### config.mk
export PLATFORM = sky130hd
export DESIGN_NAME = move_mem_port
export DESIGN_NICKNAME = d
export VERILOG_FILES = /design/src/rtl/mix_pkg.sv /design/src/rtl/move_req_slot.sv /design/src/rtl/move_mem_port.sv
export SDC_FILE = /design/constraint.sdc
export NUM_CORES = 1
export LEC_CHECK = 0
export BUFFER_PORTS_ARGS = -buffer_cell sky130_fd_sc_hd__buf_4
export CAP_MARGIN = 5
export CORE_MARGIN = 5
export CORE_UTILIZATION = 45
export DETAILED_ROUTE_END_ITERATION = 12
export GPL_ROUTABILITY_DRIVEN = 0
export PLACE_DENSITY = 0.71
export SLEW_MARGIN = 20
export SYNTH_ARGS = -nofsm -noshare
export SYNTH_HDL_FRONTEND = slang
export SYNTH_SLANG_ARGS = --single-unit
### constraint.sdc
create_clock -name clk -period 4.5 [get_ports clk]
set_input_delay 0.225 -clock clk [delete_from_list [all_inputs] [get_ports clk]]
set_output_delay 0.225 -clock clk [all_outputs]
set_load 0.02 [all_outputs]
### src/rtl/mix_pkg.sv
// Shared MIX definitions: word geometry and the memory-port state encoding
// used by the block mover, the sequencer and move_mem_port.
package mix_pkg;

    localparam int MIX_WORD_W    = 31;    // sign + 5 bytes of 6 bits
    localparam int MIX_MEM_WORDS = 4000;
    localparam int ADDR_W        = 12;

    typedef enum logic [1:0] {
        IDLE = 2'd0,
        RD   = 2'd1,
        RDW  = 2'd2,
        WR   = 2'd3
    } port_state_e;

endpackage

### src/rtl/move_req_slot.sv
// One-deep holding register for a load or store request that arrives while
// the memory port is busy or is displaced by a same-cycle store.
module move_req_slot
    import mix_pkg::*;
#(
    parameter int WORD_W = MIX_WORD_W
) (
    input  logic              clk,
    input  logic              reset,
    input  logic              push,
    input  logic              pop,
    input  logic              push_store,
    input  logic [ADDR_W-1:0] push_addr,
    input  logic [WORD_W-1:0] push_data,
    output logic              valid,
    output logic              is_store,
    output logic [ADDR_W-1:0] addr,
    output logic [WORD_W-1:0] data
);

    // NOTE: sequential state uses non-blocking assignments so every register
    // samples the pre-edge values, independent of statement order.
    always_ff @(posedge clk or posedge reset) begin
        if (reset) begin
            valid    <= 1'b0;
            is_store <= 1'b0;
            addr     <= '0;
            data     <= '0;
        end else begin
            if (pop) begin
                valid <= 1'b0;
            end
            if (push) begin
                valid    <= 1'b1;
                is_store <= push_store;
                addr     <= push_addr;
                data     <= push_data;
            end
        end
    end

endmodule

### src/rtl/move_mem_port.sv
// Single-port RAM front end for the block mover: serialises loads and stores,
// owns the destination pointer. Optional macro MOVE_MEM_BOUNDS_CHECK_EN.
module move_mem_port
    import mix_pkg::*;
#(
    parameter int MEM_WORDS = MIX_MEM_WORDS,
    parameter int WORD_W    = MIX_WORD_W
) (
    input  logic              clk,
    input  logic              reset,
    input  logic              dst_load,
    input  logic [ADDR_W-1:0] dst_addr,
    input  logic              load,
    input  logic              store,
    input  logic [ADDR_W-1:0] src_addr,
    input  logic [WORD_W-1:0] wdata,
    output logic [WORD_W-1:0] rdata,
    output logic              rvalid,
    output logic [ADDR_W-1:0] dst_out,
    output logic              err,
    output logic [ADDR_W-1:0] mem_addr,
    output logic              mem_we,
    output logic [WORD_W-1:0] mem_wdata,
    input  logic [WORD_W-1:0] mem_rdata
);

    port_state_e       state, state_nxt;
    logic [ADDR_W-1:0] dst_q, dst_nxt;
    logic [WORD_W-1:0] rdata_q;
    logic              rd_oob;

    logic              slot_valid, slot_store;
    logic [ADDR_W-1:0] slot_addr;
    logic [WORD_W-1:0] slot_data;
    logic              push, pop, push_store, ovf;

    logic              start, start_store, oob;
    logic [ADDR_W-1:0] start_addr;
    logic [WORD_W-1:0] start_data;

    move_req_slot #(.WORD_W(WORD_W)) u_slot (
        .clk        (clk),
        .reset      (reset),
        .push       (push),
        .pop        (pop),
        .push_store (push_store),
        .push_addr  (src_addr),
        .push_data  (wdata),
        .valid      (slot_valid),
        .is_store   (slot_store),
        .addr       (slot_addr),
        .data       (slot_data)
    );

    always_comb begin
        // NOTE: every combinational output gets a default first so no path
        // through the branches below can leave it unassigned (no latches).
        dst_nxt     = dst_q;
        start       = 1'b0;
        start_store = 1'b0;
        start_addr  = src_addr;
        start_data  = wdata;
        push        = 1'b0;
        pop         = 1'b0;
        push_store  = 1'b0;
        ovf         = 1'b0;
        oob         = 1'b0;
        state_nxt   = state;

        // A same-cycle dst_load overrides the post-write increment.
        if (dst_load) begin
            dst_nxt = dst_addr;
        end else if (state == WR) begin
            dst_nxt = dst_q + ADDR_W'(1);
        end

        // RD is the only state that cannot launch a new access next edge.
        if (state != RD && slot_valid) begin
            start       = 1'b1;
            pop         = 1'b1;
            start_store = slot_store;
            start_addr  = slot_addr;
            start_data  = slot_data;
            ovf         = load | store;
        end else if (state != RD && store) begin
            start       = 1'b1;
            start_store = 1'b1;
            push        = load;
        end else if (state != RD && load) begin
            start = 1'b1;
        end else if (load | store) begin
            push       = !slot_valid;
            push_store = store;
            ovf        = slot_valid | (load & store);
        end

        if (start_store) begin
            start_addr = dst_nxt;
        end

`ifdef MOVE_MEM_BOUNDS_CHECK_EN
        oob = start && (int'(start_addr) >= MEM_WORDS);
`endif

        if (start) begin
            state_nxt = start_store ? WR : RD;
        end else begin
            unique case (state)
                RD:      state_nxt = RDW;
                RDW, WR: state_nxt = IDLE;
                default: state_nxt = IDLE;
            endcase
        end

        rvalid = (state == RDW);
        rdata  = rdata_q;
        if (state == RDW) begin
            rdata = rd_oob ? '0 : mem_rdata;
        end
        dst_out = dst_q;
    end

    always_ff @(posedge clk or posedge reset) begin
        if (reset) begin
            state <= IDLE;
        end else begin
            state <= state_nxt;
        end
    end

    always_ff @(posedge clk or posedge reset) begin
        if (reset) begin
            dst_q     <= '0;
            err       <= 1'b0;
            rdata_q   <= '0;
            rd_oob    <= 1'b0;
            mem_addr  <= '0;
            mem_we    <= 1'b0;
            mem_wdata <= '0;
        end else begin
            dst_q   <= dst_nxt;
            err     <= err | ovf | oob;
            rdata_q <= rdata;
            mem_we  <= start & start_store & ~oob;
            if (start) begin
                mem_addr <= start_addr;
                rd_oob   <= ~start_store & oob;
            end
            if (start && start_store) begin
                mem_wdata <= start_data;
            end
        end
    end

endmodule

After elaboration in Yosys (flattened, before gate mapping)
Cells that the tools add are included.
{"block": "op_classes", "n_addsub": 1, "eq_ne": 4, "muxes": 29, "n_bitwise": 5, "reduce_logical": 6}
{"cell": "2-to-1 mux 31 bit", "count": 2}
{"cell": "2-to-1 mux 12 bit", "count": 4}
{"cell": "2-to-1 mux 1 bit", "count": 20}
{"cell": "adder 12 x 1 -> 12 bit, second input constant", "count": 1}
{"cell": "2-to-1 mux 2 bit", "count": 3}
{"cell": "equality test 2 bit, second input constant", "count": 2}
{"cell": "logical AND 1 bit", "count": 4}
{"cell": "OR 1 bit", "count": 3}
{"cell": "bitwise AND 1 bit", "count": 2}
{"cell": "equality test 2 x 1 -> 1 bit, second input constant", "count": 1}
{"cell": "inequality test 2 x 1 -> 1 bit, second input constant", "count": 1}
{"cell": "nonzero test 2 bit", "count": 1}
{"cell": "logical NOT 1 bit", "count": 1}
{"block": "word_totals", "ff_bits": 135, "in_bits": 91, "output_inout_bits": 89, "wordCells": 56}

Depth between registers and ports, before layout
{"block": "depth", "word_depth": 7, "mapped_depth": 8, "mapped_depth_nobuf": 5}

Hierarchy
From an unflattened synthesis, not the netlist that was laid out.
{"block": "hier_totals", "hier_cells": 463, "area_unflattened_um2": 6000.8}
{"module": "move_mem_port", "instances": 1, "cells_per_inst": 366, "area_each_um2": 4126.5, "seq_area_each_um2": 2252.2}
{"module": "move_req_slot", "instances": 1, "cells_per_inst": 97, "area_each_um2": 1874.3, "seq_area_each_um2": 1126.1}

Worst setup path after synthesis
OpenSTA, ideal clock, no wires.
{"block": "synth_path", "kind": "flip-flop to flip-flop", "startpoint": "register dst_q[0] (netlist: dst_out[0])", "endpoint": "register mem_addr[10]", "setup_time_ns": 0.126, "t_arrival_ns": 1.711, "required_time_ns": 4.374, "setup_slack_ns": 2.663, "path_stages_with_launch": 6, "n_path_buf": 0, "period_less_slack_ns": 1.837, "cell_sequence": "dfrtp_1 -> ha_1 -> nand3_2 -> o31a_1 -> a211o_1 -> a221o_1"}
{"block": "synth_between", "elab_chain_cells": 4}
{"element": "from (decl)", "line_no": "move_mem_port.sv:28", "text": "logic [ADDR_W-1:0] dst_q, dst_nxt;"}
{"element": "from (signal assigned)", "line_no": "move_mem_port.sv:141", "text": "dst_q <= dst_nxt;"}
{"element": "adder 12 x 1 -> 12 bit", "line_no": "move_mem_port.sv:74", "text": "dst_nxt = dst_q + ADDR_W'(1);"}
{"element": "2-to-1 mux 12 bit", "line_no": "move_mem_port.sv:73", "text": "end else if (state == WR) begin"}
{"element": "2-to-1 mux 12 bit", "line_no": "move_mem_port.sv:71", "text": "if (dst_load) begin"}
{"element": "net dst_nxt[10]", "line_no": "move_mem_port.sv:28"}
{"element": "2-to-1 mux 12 bit", "line_no": "move_mem_port.sv:97", "text": "if (start_store) begin"}
{"element": "to (signal assigned)", "line_no": "move_mem_port.sv:146", "text": "mem_addr <= start_addr;"}
{"element": "to (decl)", "line_no": "move_mem_port.sv:21", "text": "output logic [ADDR_W-1:0] mem_addr,"}
The timed path passes the listed nets, and every way through them passes these cells.
A chain may end at the register's enable or synchronous reset.

Worst setup path in the final report
{"block": "layout_path", "startpoint": "register state[1]", "endpoint": "register u_slot.data[4]"}
{"block": "layout_between", "elab_chain_cells": 5, "word_cells_on_any_way": 7, "cone_classes": "1 x eq/ne; 3 x mux; 3 x reduce/logical"}
{"element": "from (decl)", "line_no": "move_mem_port.sv:27", "text": "port_state_e state, state_nxt;"}
{"element": "from (signal assigned)", "line_no": "move_mem_port.sv:127", "text": "state <= state_nxt;"}
{"element": "inequality test 2 x 1 -> 1 bit (*)", "line_no": "move_mem_port.sv:78, move_mem_port.sv:85, move_mem_port.sv:89"}
{"element": "logical AND 1 bit", "line_no": "move_mem_port.sv:89", "text": "end else if (state != RD && load) begin"}
{"element": "2-to-1 mux 1 bit", "line_no": "move_mem_port.sv:89"}
{"element": "2-to-1 mux 1 bit", "line_no": "move_mem_port.sv:85", "text": "end else if (state != RD && store) begin"}
{"element": "2-to-1 mux 1 bit (*)", "line_no": "move_mem_port.sv:78", "text": "if (state != RD && slot_valid) begin"}
{"element": "to (signal assigned)", "line_no": "move_req_slot.sv:37", "text": "data <= push_data;"}
{"element": "to (decl)", "line_no": "move_req_slot.sv:18", "text": "output logic [WORD_W-1:0] data"}
Mark *: on every way between the ends. The rest lies on a longest branch, timed or not.

==> results.py <==
metrics = {
    "logic_synthesis": {
        "netlist_instances": 491,
        "ys.flop_type": "dfrtp_1",
        "synthTopCellsByCount": "dfrtp_1 (135), nand2_1 (52), mux2_4 (40)",
        "synth_top_area_frac": 0.547,
        "synthMostInstantiatedCell": "dfrtp_1",
        "yosysWarnings": 0,
        "syn_nets": 583,
        "yosys-top-cells-area": "dfrtp_1 (55%), mux2_4 (9.7%), mux2_2 (6.0%)",
        "yosysSeqAreaShare": 0.547,
        "yosysUniqueCellTypes": 55,
        "syn_avg_cell_area_um2": 12.6,
        "async_reset_ff_frac": 1.00,
        "yosys.area.top_type": "dfrtp_1",
        "ys_seq_elements": 135,
        "mappedNetlistArea_um2": 6180,
        "synth_edf_count": 0,
    },
    "cells_and_area": {
        "diodes": 0,
        "syn2layout_area_growth_pct": 32.2,
        "finalNonFillerCells": 848,
        "final_net_count": 752,
        "utilization": 0.612,
        "drive_gt1_frac": 0.439,
    },
    "floorplanning": {
        "top_level_ports": 180,
        "coreArea_um2": 13300,
        "initial_utilization": 0.463,
        "design.die.area_um2": 16200,
        "die_h_um": 127,
        "num_rows": 42,
        "chipWidth_um": 127,
    },
    "power": {
        "powerDensity_nw_per_um2": 801,
        "seq_power_share": 0.330,
        "p_int_mw": 4.15,
        "switchingPower_mw": 2.39,
        "p_sw_frac": 0.366,
        "cellLeakagePower_nw": 4.03,
        "clkPwrFrac": 0.213,
        "p_total_mw": 6.55,
        "ir_worst_vdd_v": 0.000352,
        "combPwrFrac": 0.457,
    },
    "global_route": {
        "grt_max_degree": 100,
        "antenna_found_initial": 0,
        "gr-usage-all-layers": 0.188,
        "grt_pass1_wl_mm": 24.1,
        "first_global_vias": 4664,
        "grt_overflow": 0,
    },
    "sta": {
        "finalSetupViolations": 0,
        "fin_worst_skew_ps": 21.3,
        "worst_hold_slack_ps": 9.52,
        "rsz0062_at_grt": "no",
        "tns_ps": 0,
        "slew_violations": 0,
        "worstMarginPinSlew_ps": 930,
        "relSlewSlack": 0.380,
        "clock.fmax_mhz": 370,
        "finalCritPeriodShare": 0.600,
        "hold_viol": 0,
        "min_period_ps": 2700,
    },
    "setup_path": {
        "path_max_fanout": 28,
        "crit_buf_inv": 1,
        "critPathKind": "reg2reg",
        "cp.required_ps": 4800,
        "path_cells": "and2b_1, o21ai_1, a21o_2, buf_4, mux2_4",
        "cp-end-kind": "flop",
        "cpLargestDelayFamily": "compound AO/OA/AOI/OAI gates",
        "critPathSlowestCell": "a21o_2",
        "crit_arrival_ps": 3000,
        "crit_path_start_kind": "flop",
        "max_stage_delay_ps": 760,
    },
    "route": {
        "dr.pass1.iters": 5,
        "antenna_left": 0,
        "drt_iter0_markers": 187,
        "route.detailed.drc": 0,
        "routedWlPerCell_um": 17.8,
        "totalWireLength_mm": 15.1,
        "vias_per_cell": 5.26,
        "vias": 4460,
    },
    "clocking": {
        "clk_pin_slew_ps": 50,
        "cts_tree": "done",
        "post_cts_buffers": 0,
        "cts_hold_buffers": 0,
        "h-tree-depth": 4,
        "clock_sinks": 135,
        "numCtsBuffers": 17,
        "clk_latency_ps": 430,
        "cts_resized": 0,
        "cts_max_path_buffers": 2,
        "clockRootBuffer": "clkbuf_16",
    },
    "placed_design": {
        "place_hpwl_mm": 10.9,
        "io_buffers": 179,
        "dp.cells": 817,
    },
    "job": {
        "cap_violations": 0,
    },
    "min_path": {
        "hold_path_class": "in2async",
    },
    "status": {
        "status": "complete, no violations",
    },
}
path summary, 6_finish.rpt:
path	depth (start not counted)	slack, ps	to	startpoint
max in group asynchronous	3	3450	state[0]$_DFF_PP0_	reset
worst max-delay path	5	1800	u_slot.data[4]$_DFFE_PP0P_	state[1]$_DFF_PP0_
min in group clk	2	20	u_slot.data[28]$_DFFE_PP0P_	wdata[28]
worst min-delay path	2	10	rdata_q[24]$_DFF_PP0_	reset
worst min register to register	2	480	mem_wdata[5]$_DFFE_PP0P_	mem_wdata[5]$_DFFE_PP0P_
worst max register to register	5	1800	u_slot.data[4]$_DFFE_PP0P_	state[1]$_DFF_PP0_
layout make-up:
cell class	instances	area (um^2)
fill	1084	5180
sequential	135	3380
multi-input combinational	315	2560
timing repair buffer	183	1370
clock buffer	22	474
tap	176	220
clock inverter	9	124
inverter	8	35.0
cell families (layout without fill, tap and decap cells):
group                    after synthesis  in the layout  synth area share
XOR/XNOR                               1              1           0.00142
flip-flops                           135            135             0.547
multiplexers                         112            112             0.222
adder cells (fa/ha/maj)                1              1           0.00203
AO/OA/AOI/OAI                         89             89            0.0964
AND/OR/NAND/NOR                      112            112            0.0918
buffers and inverters                 41            222            0.0399
through the flow:
step	worst slack, ps	instance area (um^2)
after CTS	1700	8160
final	1800	8170
after global routing	1630	8170
after detailed placement	1730	7570
after global placement	1820	7570
after floorplan	664	6180
power groups by stage:
stage	Combinational [mW]	Clock, mW	Sequential, mW
2_1_floorplan	1.90	0	2.30
3_3_place_gp	2.96	0	2.14
3_5_place_dp	3.03	0	2.17
4_1_cts	3.03	1.43	2.16
5_1_grt	3.24	1.49	2.22
6_report	2.99	1.40	2.16
routing by layer:
layer	GRT usage	vias up	routed length (um)
li1	-	2100	-
met1	0.230	2186	6350
met2	0.319	160	7460
met3	0.0538	14	1030
met4	0.0688	0	233
met5	0	-	0
sequential cells by signal (all words and copies together), names as in the netlist:
signal	count
mem_wdata	31
rdata_q	31
u_slot.data	31
dst_out	12
mem_addr	12
u_slot.addr	12
state	2
err	1
mem_we	1
u_slot.is_store	1
u_slot.valid	1
layout by cell type (no fill, tap or decap), types with 8 or more instances in the layout:
cell,n
mux2i_1,34
clkbuf_16,17
o21ai_0,35
mux2_4,40
nand2_1,51
nor2b_1,8
buf_4,183
and3_1,9
mux2_2,33
dfrtp_1,135
(Power assumes the default switching activity.)
